## src/rtl/cory_merge2_pkg.sv

```systemverilog
// Shared encodings for the cory_merge2 two-to-one stream merge.
// Lock state encodings are only used when CORY_MERGE2_LAST_LOCK_EN is defined.
package cory_merge2_pkg;

  localparam logic SRC_A0 = 1'b0;
  localparam logic SRC_A1 = 1'b1;

  typedef enum logic [1:0] {
    IDLE  = 2'd0,
    LOCK0 = 2'd1,
    LOCK1 = 2'd2
  } lock_e;

  localparam logic [1:0] SKID_DEPTH = 2'd2;

endpackage

```

## src/rtl/cory_merge2_arb.sv

```systemverilog
// Round-robin grant logic for cory_merge2; holds prio and, when
// CORY_MERGE2_LAST_LOCK_EN is defined, the packet lock state.
module cory_merge2_arb
  import cory_merge2_pkg::*;
(
  input  logic clk,
  input  logic reset,
  input  logic a0_v,
  input  logic a0_l,
  input  logic a1_v,
  input  logic a1_l,
  input  logic space,
  output logic g0,
  output logic g1
);

  logic prio_q, prio_d;
  logic ok0, ok1;

`ifdef CORY_MERGE2_LAST_LOCK_EN
  lock_e st_q, st_d;

  always_comb begin
    ok0 = a0_v & space & ~reset & (st_q != LOCK1);
    ok1 = a1_v & space & ~reset & (st_q != LOCK0);
    g0 = ok0 & (~ok1 | (prio_q == SRC_A0));
    g1 = ok1 & (~ok0 | (prio_q == SRC_A1));
    prio_d = prio_q;
    st_d = st_q;
    // prio only moves when a packet ends
    unique case (1'b1)
      g0: begin
        if (a0_l) begin
          st_d = IDLE;
          prio_d = SRC_A1;
        end else begin
          st_d = LOCK0;
        end
      end
      g1: begin
        if (a1_l) begin
          st_d = IDLE;
          prio_d = SRC_A0;
        end else begin
          st_d = LOCK1;
        end
      end
      default: ;
    endcase
  end

  always_ff @(posedge clk) begin
    if (reset) begin
      prio_q <= SRC_A0;
      st_q <= IDLE;
    end else begin
      prio_q <= prio_d;
      st_q <= st_d;
    end
  end
`else
  logic unused_l;
  assign unused_l = a0_l ^ a1_l;

  always_comb begin
    ok0 = a0_v & space & ~reset;
    ok1 = a1_v & space & ~reset;
    g0 = ok0 & (~ok1 | (prio_q == SRC_A0));
    g1 = ok1 & (~ok0 | (prio_q == SRC_A1));
    prio_d = prio_q;
    unique case (1'b1)
      g0: prio_d = SRC_A1;
      g1: prio_d = SRC_A0;
      default: ;
    endcase
  end

  always_ff @(posedge clk) begin
    if (reset) begin
      prio_q <= SRC_A0;
    end else begin
      prio_q <= prio_d;
    end
  end
`endif

endmodule

```

## src/rtl/cory_merge2.sv

```systemverilog
// Two-to-one valid/ready merge with a registered 2-entry skid output.
// Define CORY_MERGE2_LAST_LOCK_EN to keep packets (last flag) contiguous.
module cory_merge2
  import cory_merge2_pkg::*;
#(
  parameter int N = 8
) (
  input  logic         clk,
  input  logic         reset,
  input  logic         i_a0_v,
  input  logic [N-1:0] i_a0_d,
  input  logic         i_a0_l,
  output logic         o_a0_r,
  input  logic         i_a1_v,
  input  logic [N-1:0] i_a1_d,
  input  logic         i_a1_l,
  output logic         o_a1_r,
  output logic         o_z_v,
  output logic [N-1:0] o_z_d,
  output logic         o_z_l,
  output logic         o_z_s,
  input  logic         i_z_r
);

  logic [1:0]   cnt_q, cnt_d;
  logic [N-1:0] dat_q [2];
  logic [N-1:0] dat_d [2];
  logic [1:0]   lst_q, lst_d;
  logic [1:0]   src_q, src_d;
  logic         space, push, pop, wr_idx;
  logic         g0, g1;

  assign space = (cnt_q < SKID_DEPTH);
  assign push = g0 | g1;
  assign pop = o_z_v & i_z_r;

  cory_merge2_arb u_arb (
    .clk   (clk),
    .reset (reset),
    .a0_v  (i_a0_v),
    .a0_l  (i_a0_l),
    .a1_v  (i_a1_v),
    .a1_l  (i_a1_l),
    .space (space),
    .g0    (g0),
    .g1    (g1)
  );

  // entry 0 is always the head; a pop shifts entry 1 down
  always_comb begin
    dat_d = dat_q;
    lst_d = lst_q;
    src_d = src_q;
    cnt_d = cnt_q + {1'b0, push} - {1'b0, pop};
    wr_idx = pop ? 1'b0 : cnt_q[0];
    if (pop) begin
      dat_d[0] = dat_q[1];
      lst_d[0] = lst_q[1];
      src_d[0] = src_q[1];
    end
    if (push) begin
      dat_d[wr_idx] = g1 ? i_a1_d : i_a0_d;
      lst_d[wr_idx] = g1 ? i_a1_l : i_a0_l;
      src_d[wr_idx] = g1 ? SRC_A1 : SRC_A0;
    end
  end

  always_ff @(posedge clk) begin
    if (reset) begin
      cnt_q <= 2'd0;
      dat_q[0] <= '0;
      dat_q[1] <= '0;
      lst_q <= 2'b00;
      src_q <= 2'b00;
    end else begin
      cnt_q <= cnt_d;
      dat_q[0] <= dat_d[0];
      dat_q[1] <= dat_d[1];
      lst_q <= lst_d;
      src_q <= src_d;
    end
  end

  assign o_z_v = (cnt_q != 2'd0);
  assign o_z_d = dat_q[0];
  assign o_z_l = lst_q[0];
  assign o_z_s = src_q[0];
  assign o_a0_r = g0;
  assign o_a1_r = g1;

endmodule

```

## config.mk

```make
export PLATFORM = sky130hd
export DESIGN_NAME = cory_merge2
export DESIGN_NICKNAME = d
export VERILOG_FILES = /design/src/rtl/cory_merge2_pkg.sv /design/src/rtl/cory_merge2_arb.sv /design/src/rtl/cory_merge2.sv
export SDC_FILE = /design/constraint.sdc
export NUM_CORES = 1
export LEC_CHECK = 0
export BUFFER_PORTS_ARGS = -buffer_cell sky130_fd_sc_hd__buf_2
export CORE_MARGIN = 1
export CORE_UTILIZATION = 50
export DETAILED_ROUTE_END_ITERATION = 6
export HOLD_SLACK_MARGIN = 0.12
export PLACE_DENSITY = 0.76
export SLEW_MARGIN = 25
export SYNTH_ARGS = -nofsm -noshare
export SYNTH_HDL_FRONTEND = slang
export SYNTH_SLANG_ARGS = --single-unit
```

## constraint.sdc

```tcl
create_clock -name clk -period 2.2 [get_ports clk]
set_clock_uncertainty 0.05 [all_clocks]
set_input_delay 0.33 -clock clk [delete_from_list [all_inputs] [get_ports clk]]
set_output_delay 0.33 -clock clk [all_outputs]
set_load 0.05 [all_outputs]
```

After elaboration in Yosys (flattened, before gate mapping)
Cells that the tools add are included.
{ "classes": {"bitwise_logic": 15, "add_sub_neg": 2, "reduce_logical": 4, "mux": 18, "magnitude_cmp": 5} }
{ "op_table": {"columns": ["cell", "count"], "rows": [
  ["8-bit 2-to-1 mux", 3],
  ["16-bit bitwise mux", 1],
  ["16-bit 2-to-1 mux", 1],
  ["8-bit demux with 1-bit select", 1],
  ["1-bit 2-to-1 mux", 8],
  ["1-bit AND", 7],
  ["2-bit bitwise mux", 2],
  ["1-bit inverter", 4],
  ["2-bit nonzero test", 2],
  ["1-bit OR", 3],
  ["2-bit by 1-bit adder with 2-bit output", 1],
  ["2-bit >= comparator, second input constant", 1],
  ["1-bit logical AND", 2],
  ["1-bit by 2-bit less-than comparator with 1-bit output, second input constant", 1],
  ["2-bit by 1-bit less-than comparator with 1-bit output, second input constant", 1],
  ["2-bit less-than comparator, second input constant", 1],
  ["1-bit inverter with 2-bit output", 1],
  ["1-bit case mux with 2 select lines", 1],
  ["2-bit by 1-bit subtractor with 2-bit output", 1],
  ["1-bit demux with 1-bit select", 1],
  ["1-bit >= comparator, second input constant", 1]
]} }
{ "word_totals": {"in_bits": 23, "register_bits": 23} }

Logic depth before layout (Yosys ltp)
{ "depth": {"depth_word": 10, "mapped_depth": 8} }

Modules after synthesis
From an unflattened synthesis, not the netlist that was laid out.
{ "hier_totals": {"cells_unflattened": 144, "area_unflattened_um2": 1219.9} }
{ "by_module_without_submodules": {"columns": ["module", "n_inst", "seq_area_each_um2", "area_each_um2", "cells_each"], "rows": [
  ["cory_merge2", 1, 440.4, 1157.4, 136],
  ["cory_merge2_arb", 1, 20.0, 62.6, 8]
]} }

Worst setup path after synthesis
Ideal clock, no wire load.
{ "synth_timing": {"path_kind": "flip-flop to flip-flop", "start": "register cnt_q[1]", "end": "register cnt_q[0]", "path_stages_with_launch": 8, "arrival_ps": 1409, "setup_slack_ps": 613, "t_required_ps": 2022, "setup_ps": 128, "path_cell_list": "dfxtp_1 -> o21ai_1 -> inv_2 -> buf_2 -> ha_1 -> inv_1 -> ha_1 -> nor2b_1"} }
{ "synth_via": {"elab_chain_cells": 9, "word_cells_on_any_way": 16} }
{ "synth_lines": {"columns": ["element", "line_no", "rtl"], "rows": [
  ["from (decl)", "cory_merge2.sv:25", "logic [1:0] cnt_q, cnt_d;"],
  ["from (signal assigned)", "cory_merge2.sv:76", "cnt_q <= cnt_d;"],
  ["2-bit less-than comparator", "cory_merge2.sv:33", "assign space = (cnt_q < SKID_DEPTH);"],
  ["1-bit AND, on equally long branches (2 in a row)", "cory_merge2_arb.sv:67, cory_merge2_arb.sv:66", null],
  ["1-bit inverter, on equally long branches", "cory_merge2_arb.sv:68, cory_merge2_arb.sv:69", null],
  ["1-bit OR, on equally long branches", "cory_merge2_arb.sv:68, cory_merge2_arb.sv:69", null],
  ["1-bit AND, on equally long branches", "cory_merge2_arb.sv:68, cory_merge2_arb.sv:69", null],
  ["1-bit OR", "cory_merge2.sv:34", "assign push = g0 | g1;"],
  ["2-bit by 1-bit adder with 2-bit output", "cory_merge2.sv:54", "cnt_d = cnt_q + {1'b0, push} - {1'b0, pop};"],
  ["2-bit by 1-bit subtractor with 2-bit output (*)", "cory_merge2.sv:54", null],
  ["via cnt_d[0]", "cory_merge2.sv:25", null]
]} }
The timed path passes the listed nets; every way through them passes the cells marked *.
A chain may end at the register's enable or synchronous reset.

Final worst setup path
{ "layout_timing": {"start": "register cnt_q[1]", "end": "output o_a1_r"} }
{ "layout_via": {"elab_chain_cells": 6, "word_cells_on_any_way": 8} }
{ "layout_lines": {"columns": ["element", "line_no", "rtl"], "rows": [
  ["2-bit less-than comparator (*)", "cory_merge2.sv:33", null],
  ["1-bit AND (2 in a row)", "cory_merge2_arb.sv:66", "ok0 = a0_v & space & ~reset;"],
  ["1-bit inverter", "cory_merge2_arb.sv:69", "g1 = ok1 & (~ok0 | (prio_q == SRC_A1));"],
  ["1-bit OR", "cory_merge2_arb.sv:69", null],
  ["1-bit AND (*)", "cory_merge2_arb.sv:69", null],
  ["to (decl)", "cory_merge2.sv:17", "output logic o_a1_r,"]
]} }
Mark *: on every way between the ends. The rest lies on a longest branch, timed or not.

==> results.json <==
{
  "status": "completed",
  "synthArstFlopShare_pct": 0,
  "yosys_most_used_dff": "dfxtp_1",
  "finalSetupViolations": 0,
  "period_minus_slack_ps": 1860,
  "htreeDepth": 1,
  "critPathMaxFanout": 11,
  "critical_path_class": "reg2out",
  "wl_per_cell_um": 13.1,
  "drtAntennaViolNets": 0,
  "peakVddDrop_mv": 0.597,
  "fin_total_pwr_w": 0.00143,
  "end_kind": "output port",
  "cts-resized-gates": 0,
  "slowest_stage": "dfxtp_1",
  "area_growth_pct": 13.6,
  "numCtsBuffers": 3,
  "met1_usage_pct": 27.5,
  "cts-root-buf": "clkbuf_4",
  "hpwl_um": 1850,
  "antenna_found_initial": 0,
  "synthCells": 140,
  "path_cells": "nor2_2 > nand3_2 > inv_2 > buf_2",
  "synthTopCellsByCount": "nand2_1 (36), dfxtp_1 (23), nor2_1 (12)",
  "yosysMostFrequentCell": "nand2_1",
  "synth_cell_types": 32,
  "grt_start_max_net_pins": 25,
  "placedCellCount": 192,
  "clk-insertion-delay-late_ps": 310,
  "synthesis.nets": 165,
  "die_h_um": 50.4,
  "grt.met2_usage_pct": 38.9,
  "final_cells": 196,
  "multi_input_area_um2": 577,
  "post-route-period-util_pct": 84.8,
  "cp.arrival_ps": 1480,
  "power_leakage_nw": 0.579,
  "place_congestion": 0.807,
  "num_io_pins": 36,
  "seq_area_frac_synth_pct": 39.3,
  "wl_um": 2570,
  "diodes": 0,
  "cts_tree": "done",
  "combPwrFrac_pct": 47.6,
  "drv_slew": 0,
  "crit_path_start_kind": "flop",
  "grt_pass1_wl_um": 4280,
  "die_x_um": 50.4,
  "nets": 194,
  "clkPwrFrac_pct": 13.8,
  "slew_headroom_pct": 66.8,
  "swShare_pct": 45.4,
  "hold_violations": 0,
  "fin_tns_setup_ps": 0,
  "max_freq_mhz": 536,
  "clkTransAtPathRegs_ps": 130,
  "rsz0062_at_grt": "false",
  "tightest_slew_ps": 496,
  "cts_sinks": 23,
  "synth_edf_count": 0,
  "hold_ws_ps": 231,
  "ys_ff_latch": 23,
  "coreArea_um2": 2210,
  "maxCapViolCount": 0,
  "max_stage_delay_ps": 410,
  "remaining_drc_errors": 0,
  "numPortBuffers": 35,
  "p_sw_w": 0.000648,
  "required_ps": 1820,
  "drt-initial-drc-count": 22,
  "synth_area_leaders": "dfxtp_1 (39%), nand2_1 (12%), a311oi_1 (7.5%)",
  "postCtsHoldBufs": 0,
  "die-area_um2": 2540,
  "worst_slack_ps": 335,
  "yosysTopAreaCellShare_pct": 39.3,
  "power.density_nw_per_um2": 1070,
  "internal-power_w": 0.000778,
  "min_path_type": "in2reg",
  "cts_setup_buffers": 0,
  "start_util_pct": 53.0,
  "syn_area_per_cell_um2": 8.37,
  "yosys.area.top_type": "dfxtp_1",
  "viasPerCell": 5.57,
  "ys_warn_count": 0,
  "netlist_area_um2": 1170,
  "grt-ovfl-total": 0,
  "drive_gt1_share_pct": 33.9,
  "drt_first_pass_iters": 4,
  "busiest_layer": "met2",
  "fillers": 214,
  "num_vias": 1092,
  "place_ws_ps": 426,
  "grt_usage_pct": 22.1,
  "seqPwrFrac_pct": 38.6,
  "seq_area_um2": 460,
  "grt_pass1_vias": 994,
  "use_met3_pct": 3.03,
  "std_cell_rows": 17,
  "clk_path_buf_depth": 2
}
==> per-stage QoR <==
stage,instance area [um^2],util (%)
6_report,1330,60.2
5_1_grt,1330,60.2
4_1_cts,1330,60.2
3_5_place_dp,1300,58.9
3_3_place_gp,1300,58.9
2_1_floorplan,1170,-
==> worst max-delay path, delay by kind of cell (launching register included) <==
family	cells	cell delay [ps]
buf+inv	2	470
flops	1	410
simple gates	2	310
==> flip-flops by register name, indices dropped and copies added (netlist names) <==
| name | count |
|---|---|
| dat_q | 8 |
| o_z_d | 8 |
| cnt_q | 2 |
| lst_q | 2 |
| src_q | 2 |
| u_arb.prio_q | 1 |
==> power by group through the flow <==
stage,combinational (W),sequential (W),clock (W)
after floorplan,0.000554,0.000572,0
after global placement,0.000664,0.000556,0
after detailed placement,0.000682,0.000559,0
after CTS,0.000684,0.000550,0.000198
after global routing,0.000734,0.000560,0.000211
final,0.000679,0.000550,0.000198
==> worst paths after layout <==
kind / startpoint / end / slack [ps] / cells past startpoint
setup reg to reg: cnt_q[1] / o_z_d[4] / 560 / 5
setup / recovery: cnt_q[1] / o_a1_r / 340 / 4
hold reg to reg: lst_q[0] / lst_q[0] / 440 / 2
hold / removal: i_a1_d[6] / o_z_d[6] / 230 / 3
==> cells by family after synthesis <==
kind of cell,count (synthesis),share of synthesized area (%)
buffers and inverters,21,11.5
DFF,23,39.3
muxes,2,1.71
AOI/OAI and AO/OA,32,21.5
xor gates and xnor gates,2,1.49
adders and majority gates,2,2.13
and+or+nand+nor,58,22.4
==> cell type report <==
cell class / count / share of cell area, %
well taps: 28 / 2.63
flip-flops and latches: 23 / 34.6
multi-input cells: 96 / 43.3
inverters: 5 / 1.41
repair buffers: 40 / 16.0
clock inverters: 1 / 0.376
clock buffers: 3 / 1.69
==> cell usage in the layout (no fill, tap or decap) <==
cell	count
a21oi_1	1
clkinv_1	1
mux2i_1	2
clkbuf_4	3
buf_2	35
xnor2_1	1
buf_4	5
nand3b_1	1
a221oi_1	1
o21ai_1	1
a21boi_0	1
nand2_1	36
nor4_4	1
a211oi_2	1
clkinv_2	1
xor2_1	1
nand2b_1	2
a311oi_1	10
ha_1	2
nand3_2	1
inv_2	2
and3_1	1
nor2_1	12
a31o_2	5
a31oi_1	8
dfxtp_1	23
or2_2	1
inv_1	2
a31o_1	3
o21ai_0	1
nor2_2	2
nor2b_1	1
==> routing by layer <==
| metal | vias up | share of wire (%) |
|---|---|---|
| li1 | 541 | - |
| met1 | 506 | 45 |
| met4 | 0 | 1.6 |
| met2 | 39 | 48 |
| met5 | - | 0 |
| met3 | 6 | 4.6 |
Note: power is estimated with default switching activity, not from simulation.
